File: config.mk
export PLATFORM = sky130hd
export DESIGN_NAME = note_sequencer
export DESIGN_NICKNAME = d
export VERILOG_FILES = /design/src/rtl/note_pkg.sv /design/src/rtl/note_sequencer_song_rom.sv /design/src/rtl/note_sequencer.sv
export SDC_FILE = /design/constraint.sdc
export NUM_CORES = 1
export LEC_CHECK = 0
export BUFFER_PORTS_ARGS = -buffer_cell sky130_fd_sc_hd__clkbuf_2
export CORE_MARGIN = 3
export CORE_UTILIZATION = 35
export DETAILED_ROUTE_END_ITERATION = 8
export GPL_ROUTABILITY_DRIVEN = 0
export PLACE_DENSITY = 0.63
export SYNTH_ARGS = -nofsm -noshare
export SYNTH_HDL_FRONTEND = slang
export SYNTH_SLANG_ARGS = --single-unit
File: constraint.sdc
create_clock -name clk -period 3.58 [get_ports clk]
set_clock_uncertainty 0.15 [all_clocks]
set_input_delay 0.358 -clock clk [delete_from_list [all_inputs] [get_ports clk]]
set_output_delay 0.358 -clock clk [all_outputs]
set_load 0.005 [all_outputs]
File: src/rtl/note_pkg.sv
// Shared types and song contents for note_sequencer and its ROM.
// The song table below is the ROM init image read by song_rom.
package note_pkg;

  localparam int NOTE_BITS     = 6;
  localparam logic [NOTE_BITS-1:0] NOTE_REST = 6'd0;
  localparam int SONG_BITS_DEF = 2;
  localparam int IDX_BITS_DEF  = 5;
  localparam int DUR_BITS_DEF  = 6;

  typedef enum logic [2:0] {IDLE, FETCH, LOAD, PLAY, DONE} state_t;

  typedef struct packed {
    logic [NOTE_BITS-1:0] note;
    int                   dur;
  } entry_t;

  // dur = 0 marks the end of a song; unlisted entries are end markers
  function automatic entry_t song_entry(input int song, input int idx);
    entry_t e;
    e = '{NOTE_REST, 0};
    case (song)
      0: case (idx)
           0: e = '{6'd13, 2};
           1: e = '{6'd40, 1};
           default: ;
         endcase
      1: e = '{NOTE_BITS'(idx + 1), 1};
      2: case (idx)
           0: e = '{6'd13, 3};
           1: e = '{6'd20, 1};
           2: e = '{6'd5, 1};
           3: e = '{6'd6, 1};
           4: e = '{6'd55, 4};
           default: ;
         endcase
      3: if (idx == 0) e = '{6'd50, 1};
      default: ;
    endcase
    return e;
  endfunction

endpackage

File: src/rtl/note_sequencer_song_rom.sv
// Synchronous song ROM: one-cycle registered read of {note, dur}.
module song_rom
  import note_pkg::*;
#(
  parameter int AW    = 7,
  parameter int DW    = 12,
  parameter int IDX_W = 5
) (
  input  logic          clk,
  input  logic [AW-1:0] addr,
  output logic [DW-1:0] data
);

  localparam int DUR_W = DW - NOTE_BITS;

  entry_t entry;

  always_comb entry = song_entry(int'(addr[AW-1:IDX_W]), int'(addr[IDX_W-1:0]));

  always_ff @(posedge clk) begin
    data <= {entry.note, DUR_W'(entry.dur)};
  end

endmodule

File: src/rtl/note_sequencer.sv
// Beat-driven song stepper feeding the note display stage.
// Build option NOTE_SEQ_REPEAT_EN: loop the song instead of stopping in DONE.
module note_sequencer
  import note_pkg::*;
#(
  parameter int SONG_BITS = SONG_BITS_DEF,
  parameter int IDX_BITS  = IDX_BITS_DEF,
  parameter int DUR_BITS  = DUR_BITS_DEF
) (
  input  logic                 clk,
  input  logic                 reset,
  input  logic                 play,
  input  logic                 beat,
  input  logic [SONG_BITS-1:0] song_sel,
  output logic [NOTE_BITS-1:0] note,
  output logic                 new_note,
  output logic [IDX_BITS-1:0]  note_idx,
  output logic                 busy,
  output logic                 song_done,
  output state_t               dbg_state
);

  localparam logic [IDX_BITS-1:0] IDX_LAST = '1;
`ifdef NOTE_SEQ_REPEAT_EN
  localparam state_t END_STATE = FETCH;
`else
  localparam state_t END_STATE = DONE;
`endif

  state_t                          state, state_nx;
  logic [SONG_BITS-1:0]            song_q;
  logic [IDX_BITS-1:0]             idx;
  logic [DUR_BITS-1:0]             cnt;
  logic [NOTE_BITS-1:0]            note_r;
  logic [IDX_BITS-1:0]             idx_r;
  logic                            load_q;
  logic [SONG_BITS+IDX_BITS-1:0]   rom_addr;
  logic [NOTE_BITS+DUR_BITS-1:0]   rom_data;
  logic [NOTE_BITS-1:0]            rom_note;
  logic [DUR_BITS-1:0]             rom_dur;
  logic                            beat_ok, last_beat, at_end, to_done;

  assign rom_addr            = {song_q, idx};
  assign {rom_note, rom_dur} = rom_data;
  assign beat_ok             = (state == PLAY) && play && beat;
  assign last_beat           = beat_ok && (cnt == DUR_BITS'(1));
  // End of song: marker seen in LOAD, or final beat of the last index
  assign at_end = ((state == LOAD) && (rom_dur == '0)) || (last_beat && (idx == IDX_LAST));

  song_rom #(
    .AW    (SONG_BITS + IDX_BITS),
    .DW    (NOTE_BITS + DUR_BITS),
    .IDX_W (IDX_BITS)
  ) u_rom (
    .clk  (clk),
    .addr (rom_addr),
    .data (rom_data)
  );

  always_ff @(posedge clk or negedge reset) begin
    if (!reset) state <= IDLE;
    else        state <= state_nx;
  end

  always_comb begin
    state_nx = state;
    case (state)
      IDLE:    if (play) state_nx = FETCH;
      FETCH:   state_nx = LOAD;
      LOAD:    state_nx = at_end ? END_STATE : PLAY;
      PLAY:    if (last_beat) state_nx = at_end ? END_STATE : FETCH;
      DONE:    if (!play) state_nx = IDLE;
      default: state_nx = IDLE;
    endcase
  end

  always_comb begin
    busy      = (state == FETCH) || (state == LOAD) || (state == PLAY);
    dbg_state = state;
`ifdef NOTE_SEQ_REPEAT_EN
    song_done = 1'b0;
    to_done   = 1'b0;
`else
    song_done = (state == DONE);
    to_done   = at_end;
`endif
  end

  always_ff @(posedge clk or negedge reset) begin
    if (!reset) begin
      song_q <= '0;
      idx    <= '0;
      cnt    <= '0;
      note_r <= NOTE_REST;
      idx_r  <= '0;
      load_q <= 1'b0;
    end else begin
      load_q <= 1'b0;
      case (state)
        IDLE: if (play) begin
          song_q <= song_sel;
          idx    <= '0;
        end
        LOAD: if (at_end) begin
`ifdef NOTE_SEQ_REPEAT_EN
          idx    <= '0;
`else
          note_r <= NOTE_REST;
`endif
        end else begin
          note_r <= rom_note;
          cnt    <= rom_dur;
          idx_r  <= idx;
          load_q <= 1'b1;
        end
        PLAY: if (beat_ok) begin
          // The counter stops at 1; the next note reloads it
          if (cnt == DUR_BITS'(1)) begin
            if (at_end) begin
`ifdef NOTE_SEQ_REPEAT_EN
              idx    <= '0;
`else
              note_r <= NOTE_REST;
`endif
            end else begin
              idx <= idx + IDX_BITS'(1);
            end
          end else begin
            cnt <= cnt - DUR_BITS'(1);
          end
        end
        default: ;
      endcase
    end
  end

  // Output stage: note and new_note land together; DONE blanks at once
  always_ff @(posedge clk or negedge reset) begin
    if (!reset) begin
      note     <= NOTE_REST;
      new_note <= 1'b0;
      note_idx <= '0;
    end else begin
      note     <= to_done ? NOTE_REST : note_r;
      new_note <= load_q;
      note_idx <= idx_r;
    end
  end

endmodule

==> results of run 1 <==
==> sequential cells by signal (all words and copies together) (netlist names) <==
| name | cells |
|---|---|
| u_rom.data | 9 |
| cnt | 6 |
| note | 6 |
| note_r | 6 |
| idx | 5 |
| idx_r | 5 |
| note_idx | 5 |
| dbg_state | 3 |
| song_q | 2 |
| load_q | 1 |
| new_note | 1 |
==> final cells by class <==
type | instances | area (µm²)
Multi-Input combinational cell | 157 | 1040
Sequential cell | 49 | 1180
Tap cell | 75 | 93.8
Clock inverter | 3 | 21.3
Timing Repair Buffer | 23 | 118
Fill cell | 579 | 3580
Inverter | 8 | 30.0
Clock buffer | 5 | 68.8
==> cells by family after synthesis <==
kind of cell	count (synthesis)	synth area share [%]
simple gates	83	20.7
compound gates	55	15.2
flops	49	51.6
buf+inv	17	2.95
mux	10	4.92
fa+ha+maj	7	3.83
xor+xnor	2	0.766
==> routing by layer <==
layer | vias up | routed length (µm) | share of wire (%) | track usage, %
met2 | 57 | 2040 | 44 | 21.0
met4 | 0 | 55 | 1.2 | 4.25
li1 | 845 | - | - | -
met1 | 808 | 2200 | 48 | 18.7
met5 | - | 0 | 0 | 0
met3 | 7 | 323 | 7.0 | 2.57
==> final timing paths <==
| kind | depth (start not counted) | endpoint |
|---|---|---|
| min reg2reg | 0 | new_note$_DFF_PN0_ |
| max | 6 | note_r[3]$_DFFE_PN0P_ |
| max in group asynchronous | 1 | note_r[4]$_DFFE_PN0P_ |
| min in group clk | 3 | song_q[1]$_DFFE_PN0P_ |
| min | 1 | cnt[4]$_DFFE_PN0P_ |
| max reg2reg | 6 | note_r[3]$_DFFE_PN0P_ |
==> through the flow <==
step / setup slack [ns] / utilization, % / cells
floorplan: 1.60 / - / 223
global placement: 1.38 / 40.1 / 312
detailed placement: 1.30 / 40.1 / 312
CTS: 1.28 / 41.6 / 320
global route: 1.07 / 41.6 / 320
finish: 1.27 / 41.6 / 320
==> cells in the mapped netlist, types with 4 or more instances <==
master	instances	area, µm²
inv_1	8	30.0
mux2_2	6	67.6
ha_1	7	87.6
clkbuf_1	6	22.5
o22ai_1	14	87.6
a21oi_1	13	65.1
nor2_1	17	63.8
nor3_1	7	35.0
a31oi_1	4	25.0
and2_1	8	50.1
nand2_1	17	63.8
nand3_1	6	30.0
dfxtp_1	9	180
o21ai_0	8	40.0
dfrtp_1	40	1000
==> where the power goes <==
| group | total, mW | internal [mW] | switching [mW] |
|---|---|---|---|
| Clock | 0.333 | 0.139 | 0.194 |
| Sequential | 0.868 | 0.707 | 0.161 |
| Combinational | 0.657 | 0.301 | 0.355 |
| Total | 1.86 | 1.15 | 0.710 |
==> metrics.md, run 1 <==
| Metric | Value |
|---|---|
| Tmin final | `2.31 ns` |
| Fin crit share | `64.6%` |
| NumNets Final | `257` |
| Most used cell along the critical path | `ha_1` |
| DR DRC count | `0` |
| Setup bufs post-CTS | `0` |
| P&R area growth vs syn | `11.5%` |
| Status | `completed` |
| Vias per cell | `5.37` |
| 1st-iter DRT viols | `about 170` |
| Most frequent cells in the layout | `dfrtp_1, clkbuf_2, nor2_1, nand2_1, o22ai_1` |
| Cells after synthesis | `about 220` |
| R2R setup slack | `1.27 ns` |
| Startpoint class of the critical path | `register` |
| Yosys reg bits | `49` |
| Clock slew seen by the registers of the worst setup and hold paths | `about 0.1 ns` |
| Gr usage total | `13.4%` |
| Clk_lat worst skew | `approximately 0.30 ns` |
| CP max stage delay | `0.49 ns` |
| CTS tree | `built` |
| Rows | `28` |
| Clock Tree Root | `clkbuf_8` |
| Antenna diode count | `0` |
| Clock tree buffer depth | `2` |
| Fmax | `~430 MHz` |
| Lkg Pwr | `around 1.1 nW` |
| WP data arrival | `2.32 ns` |
| Initial antenna violation count | `0` |
| Wire per inst | `around 14 µm` |
| Cts bufs inserted | `5` |
| First-pass GRT wire length | `8010 µm` |
| Mapped Area | `0.00229 mm²` |
| Async SR Flop Fraction | `between 80% and 90%` |
| Grt ovf | `0` |
| Die area | `0.00754 mm²` |
| First-pass iteration count of the detailed router | `4` |
| Worst slew margin | `32.4%` |
| Final Power | `1.86 mW` |
| Post-CTS Resized | `0` |
| Crit path launch | `idx[0]$_DFFE_PN0P_` |
| Vias in the first global route | `1660` |
| Vias | `1717` |
| PortBufs | `22` |
| Yosys warnings | `0` |
| Die W | `slightly below 90 µm` |
| Post-synth EDFFs | `0` |
| Io pins | `23` |
| Placed cell areas | `0.00246 mm²` |
| Antenna-violating nets left | `0` |
| Hold_buf cts | `0` |
| Die H | `86.8 µm` |
| Mapped Nets | `236` |
| Fraction of layout cells with a size suffix above 1 | `between 20% and 30%` |
| Register area share after synthesis | `51.6%` |
| Crit. End Element | `register` |
| Hold WS | `0.0706 ns` |
| Ys flop type | `dfrtp_1` |
| Hold Vio Cnt, Final | `0` |
| Max_cap viols | `0` |
| Reg2reg start | `idx[0]$_DFFE_PN0P_` |
| Post-DP HPWL | `~3300 µm` |
| Core Area | `0.00613 mm²` |
| Pwr Density | `728 mW/mm²` |
| Critical path, cell by cell | `ha_1 -> and3_1 -> ha_1 -> nand3_1 -> o21ai_1 -> o22ai_1` |
| Post-synth cell types | `48` |
| H-tree depth | `2` |
| CP max stage cell | `dfrtp_1` |
| CP bufs+invs | `0` |
| Routed Wire Length | `4620 µm` |
| Finish-stage setup viols | `0` |
| Most common cell after layout, fill and taps aside | `dfrtp_1` |
| Cell family with most CP delay | `compound AO/OA/AOI/OAI gates` |
| Final Cell Area | `0.00255 mm²` |
| Pin count of the biggest net entering global routing | `41` |
| Slew Limit Fails | `0` |
| Worst Path Required | `~3.6 ns` |
| Clk sink count | `a little under 50` |
| Setup TNS | `0 ns` |
| Syn avg cell area | `10.3 µm²` |
| Worst Tran Pin Value | `1.01 ns` |
| Crit path kind | `reg2reg` |
| RSZ-0062 raised after global routing | `no` |
| CP Max Fanout | `8` |
| Peak VDD IR | `a little under 0.4 mV` |
| Starting Density | `37.3%` |
| Type of the most critical hold path | `in2async` |
(Power assumes the default switching activity.)
==> inputs of run 2 (changes only) <==
==> constraint.sdc (replaced) <==
create_clock -name clk -period 2.2 [get_ports clk]
set_clock_uncertainty 0.15 [all_clocks]
set_input_delay 0.22 -clock clk [delete_from_list [all_inputs] [get_ports clk]]
set_output_delay 0.22 -clock clk [all_outputs]
set_load 0.005 [all_outputs]
==> metrics.md, run 2 (synthesized netlist as in run 1, its figures left out) <==
| Metric | Value |
|---|---|
| Status | `completed` |
| Peak VDD IR | `0.423 mV` |
| Clk_lat worst skew | `0.31 ns` |
| 1st-iter DRT viols | `83` |
| Worst slew margin | `between 60% and 70%` |
| Pwr Density | `1160 mW/mm²` |
| Reg with most FFs | `u_rom.data` |
| Max_cap viols | `0` |
| Crit. End Element | `register` |
| Worst Reg-to-Reg Cells | `5` |
| Rows | `28` |
| Gr usage total | `13.8%` |
| Crit path kind | `reg2reg` |
| PortBufs | `22` |
| Die W | `86.8 µm` |
| Routed Wire Length | `4640 µm` |
| Vias per cell | `5.29` |
| Setup bufs post-CTS | `0` |
| First-pass iteration count of the detailed router | `4` |
| Final Cell Area | `0.00266 mm²` |
| Hold Vio Cnt, Final | `0` |
| Io pins | `23` |
| Number of flip-flops in the largest register | `9` |
| Lkg Pwr | `1.15 nW` |
| NumNets Final | `271` |
| R2R setup slack | `0.17 ns` |
| Initial antenna violation count | `0` |
| Clock slew seen by the registers of the worst setup and hold paths | `0.09 ns` |
| Die H | `86.8 µm` |
| Most frequent cells in the layout | `dfrtp_1, clkbuf_2, nor2_1, nand2_1, o22ai_1` |
| Starting Density | `37.3%` |
| Vias in the first global route | `1686` |
| Fin crit share | `92.4%` |
| Clk sink count | `49` |
| Vias | `1767` |
| P&R area growth vs syn | `16.5%` |
| Fraction of layout cells with a size suffix above 1 | `between 20 and 25%` |
| RSZ-0062 raised after global routing | `no` |
| DR DRC count | `0` |
| Slew Limit Fails | `0` |
| H-tree depth | `2` |
| Type of the most critical hold path | `in2async` |
| Startpoint class of the critical path | `register` |
| Antenna diode count | `0` |
| Top sig layer | `met4` |
| Fillers | `roughly 600` |
| Clock Tree Root | `clkbuf_8` |
| Placed cell areas | `0.00254 mm²` |
| Cts bufs inserted | `5` |
| Post-DP HPWL | `about 3400 µm` |
| First-pass GRT wire length | `8140 µm` |
| Core Area | `0.00613 mm²` |
| Worst Path Required | `2.25 ns` |
| CP Max Fanout | `8` |
| Grt ovf | `0` |
| WP data arrival | `approximately 2.1 ns` |
| Fmax | `about 500 MHz` |
| Final Power | `around 3.1 mW` |
| Wire per inst | `13.9 µm` |
| Reg2reg start | `idx[1]$_DFFE_PN0P_` |
| Crit path launch | `idx[1]$_DFFE_PN0P_` |
| Antenna-violating nets left | `0` |
| Finish-stage setup viols | `0` |
| Metal2 WL | `between 2000 and 2500 µm` |
| Worst Tran Pin Value | `0.452 ns` |
| Pin count of the biggest net entering global routing | `22` |
| Wire length on met3 | `207 µm` |
| Clock tree buffer depth | `2` |
| R2r endpoint | `idx[1]$_DFFE_PN0P_` |
| Tmin final | `2.03 ns` |
| Most common cell after layout, fill and taps aside | `dfrtp_1` |
| Setup TNS | `0 ns` |
| CTS tree | `built` |
| Die area | `0.00754 mm²` |
| M1 WL | `2310 µm` |
## run 2: cell count changes in the layout (fill, tap and decap cells not counted)
cell / previous run / this run
buf_4: 1 / 12
dlygate4sd3_1: 0 / 3
## run 2: critical path: stages (launching register included)
cell and delay, ns:
dfrtp_1 0.45, ha_1 0.22, and3_1 0.18, ha_1 0.27
nor3_2 0.29, mux2_2 0.36
## run 2: final cells by class
class	count	area [µm²]	share of cell area [%]
multi-input cells	157	1040	39.0
clock buffers	5	68.8	2.58
inverters	8	30.0	1.13
clock inverters	3	21.3	0.798
flip-flops and latches	49	1180	44.3
repair buffers	37	230	8.64
well taps	75	93.8	3.52
## run 2: power breakdown
group          switching [mW]  leakage (nW)  internal [mW]
clock network           0.316        0.0445          0.226
registers               0.221         0.545           1.15
logic                   0.627         0.565          0.545
total                    1.16          1.15           1.92
## run 2: per-layer routing
layer	vias to the layer above	GRT usage [%]
met5	-	0
met3	6	3.71
met1	855	19.5
li1	871	-
met2	35	20.6
met4	0	4.39
## run 2: stage by stage
stage	hold slack (ns)	std cells	utilization (%)	setup slack (ns)
after global placement	-0.136	323	41.5	0.254
after floorplan	-0.226	223	-	0.220
after global routing	0.0982	334	43.4	0.0582
after detailed placement	-0.139	323	41.5	0.217
after CTS	0.0928	334	43.4	0.169
final	0.0863	334	43.4	0.168
## run 2: repair_timing
action	4_1_cts	5_1_grt
hold buffers	3	0
gates resized for setup	0	0
endpoints found under the hold margin	42	0
## run 2: how the worst max path moves through the flow
stage | slack [ns] | cells after the start | to
4_1_cts | 0.17 | 5 | idx[1]$_DFFE_PN0P_
3_3_place_gp | 0.25 | 5 | idx[1]$_DFFE_PN0P_
5_1_grt | 0.06 | 6 | note[1]$_DFF_PN0_
2_1_floorplan | 0.22 | 5 | idx[1]$_DFFE_PN0P_
6_report | 0.17 | 5 | idx[1]$_DFFE_PN0P_
3_5_place_dp | 0.22 | 5 | idx[1]$_DFFE_PN0P_
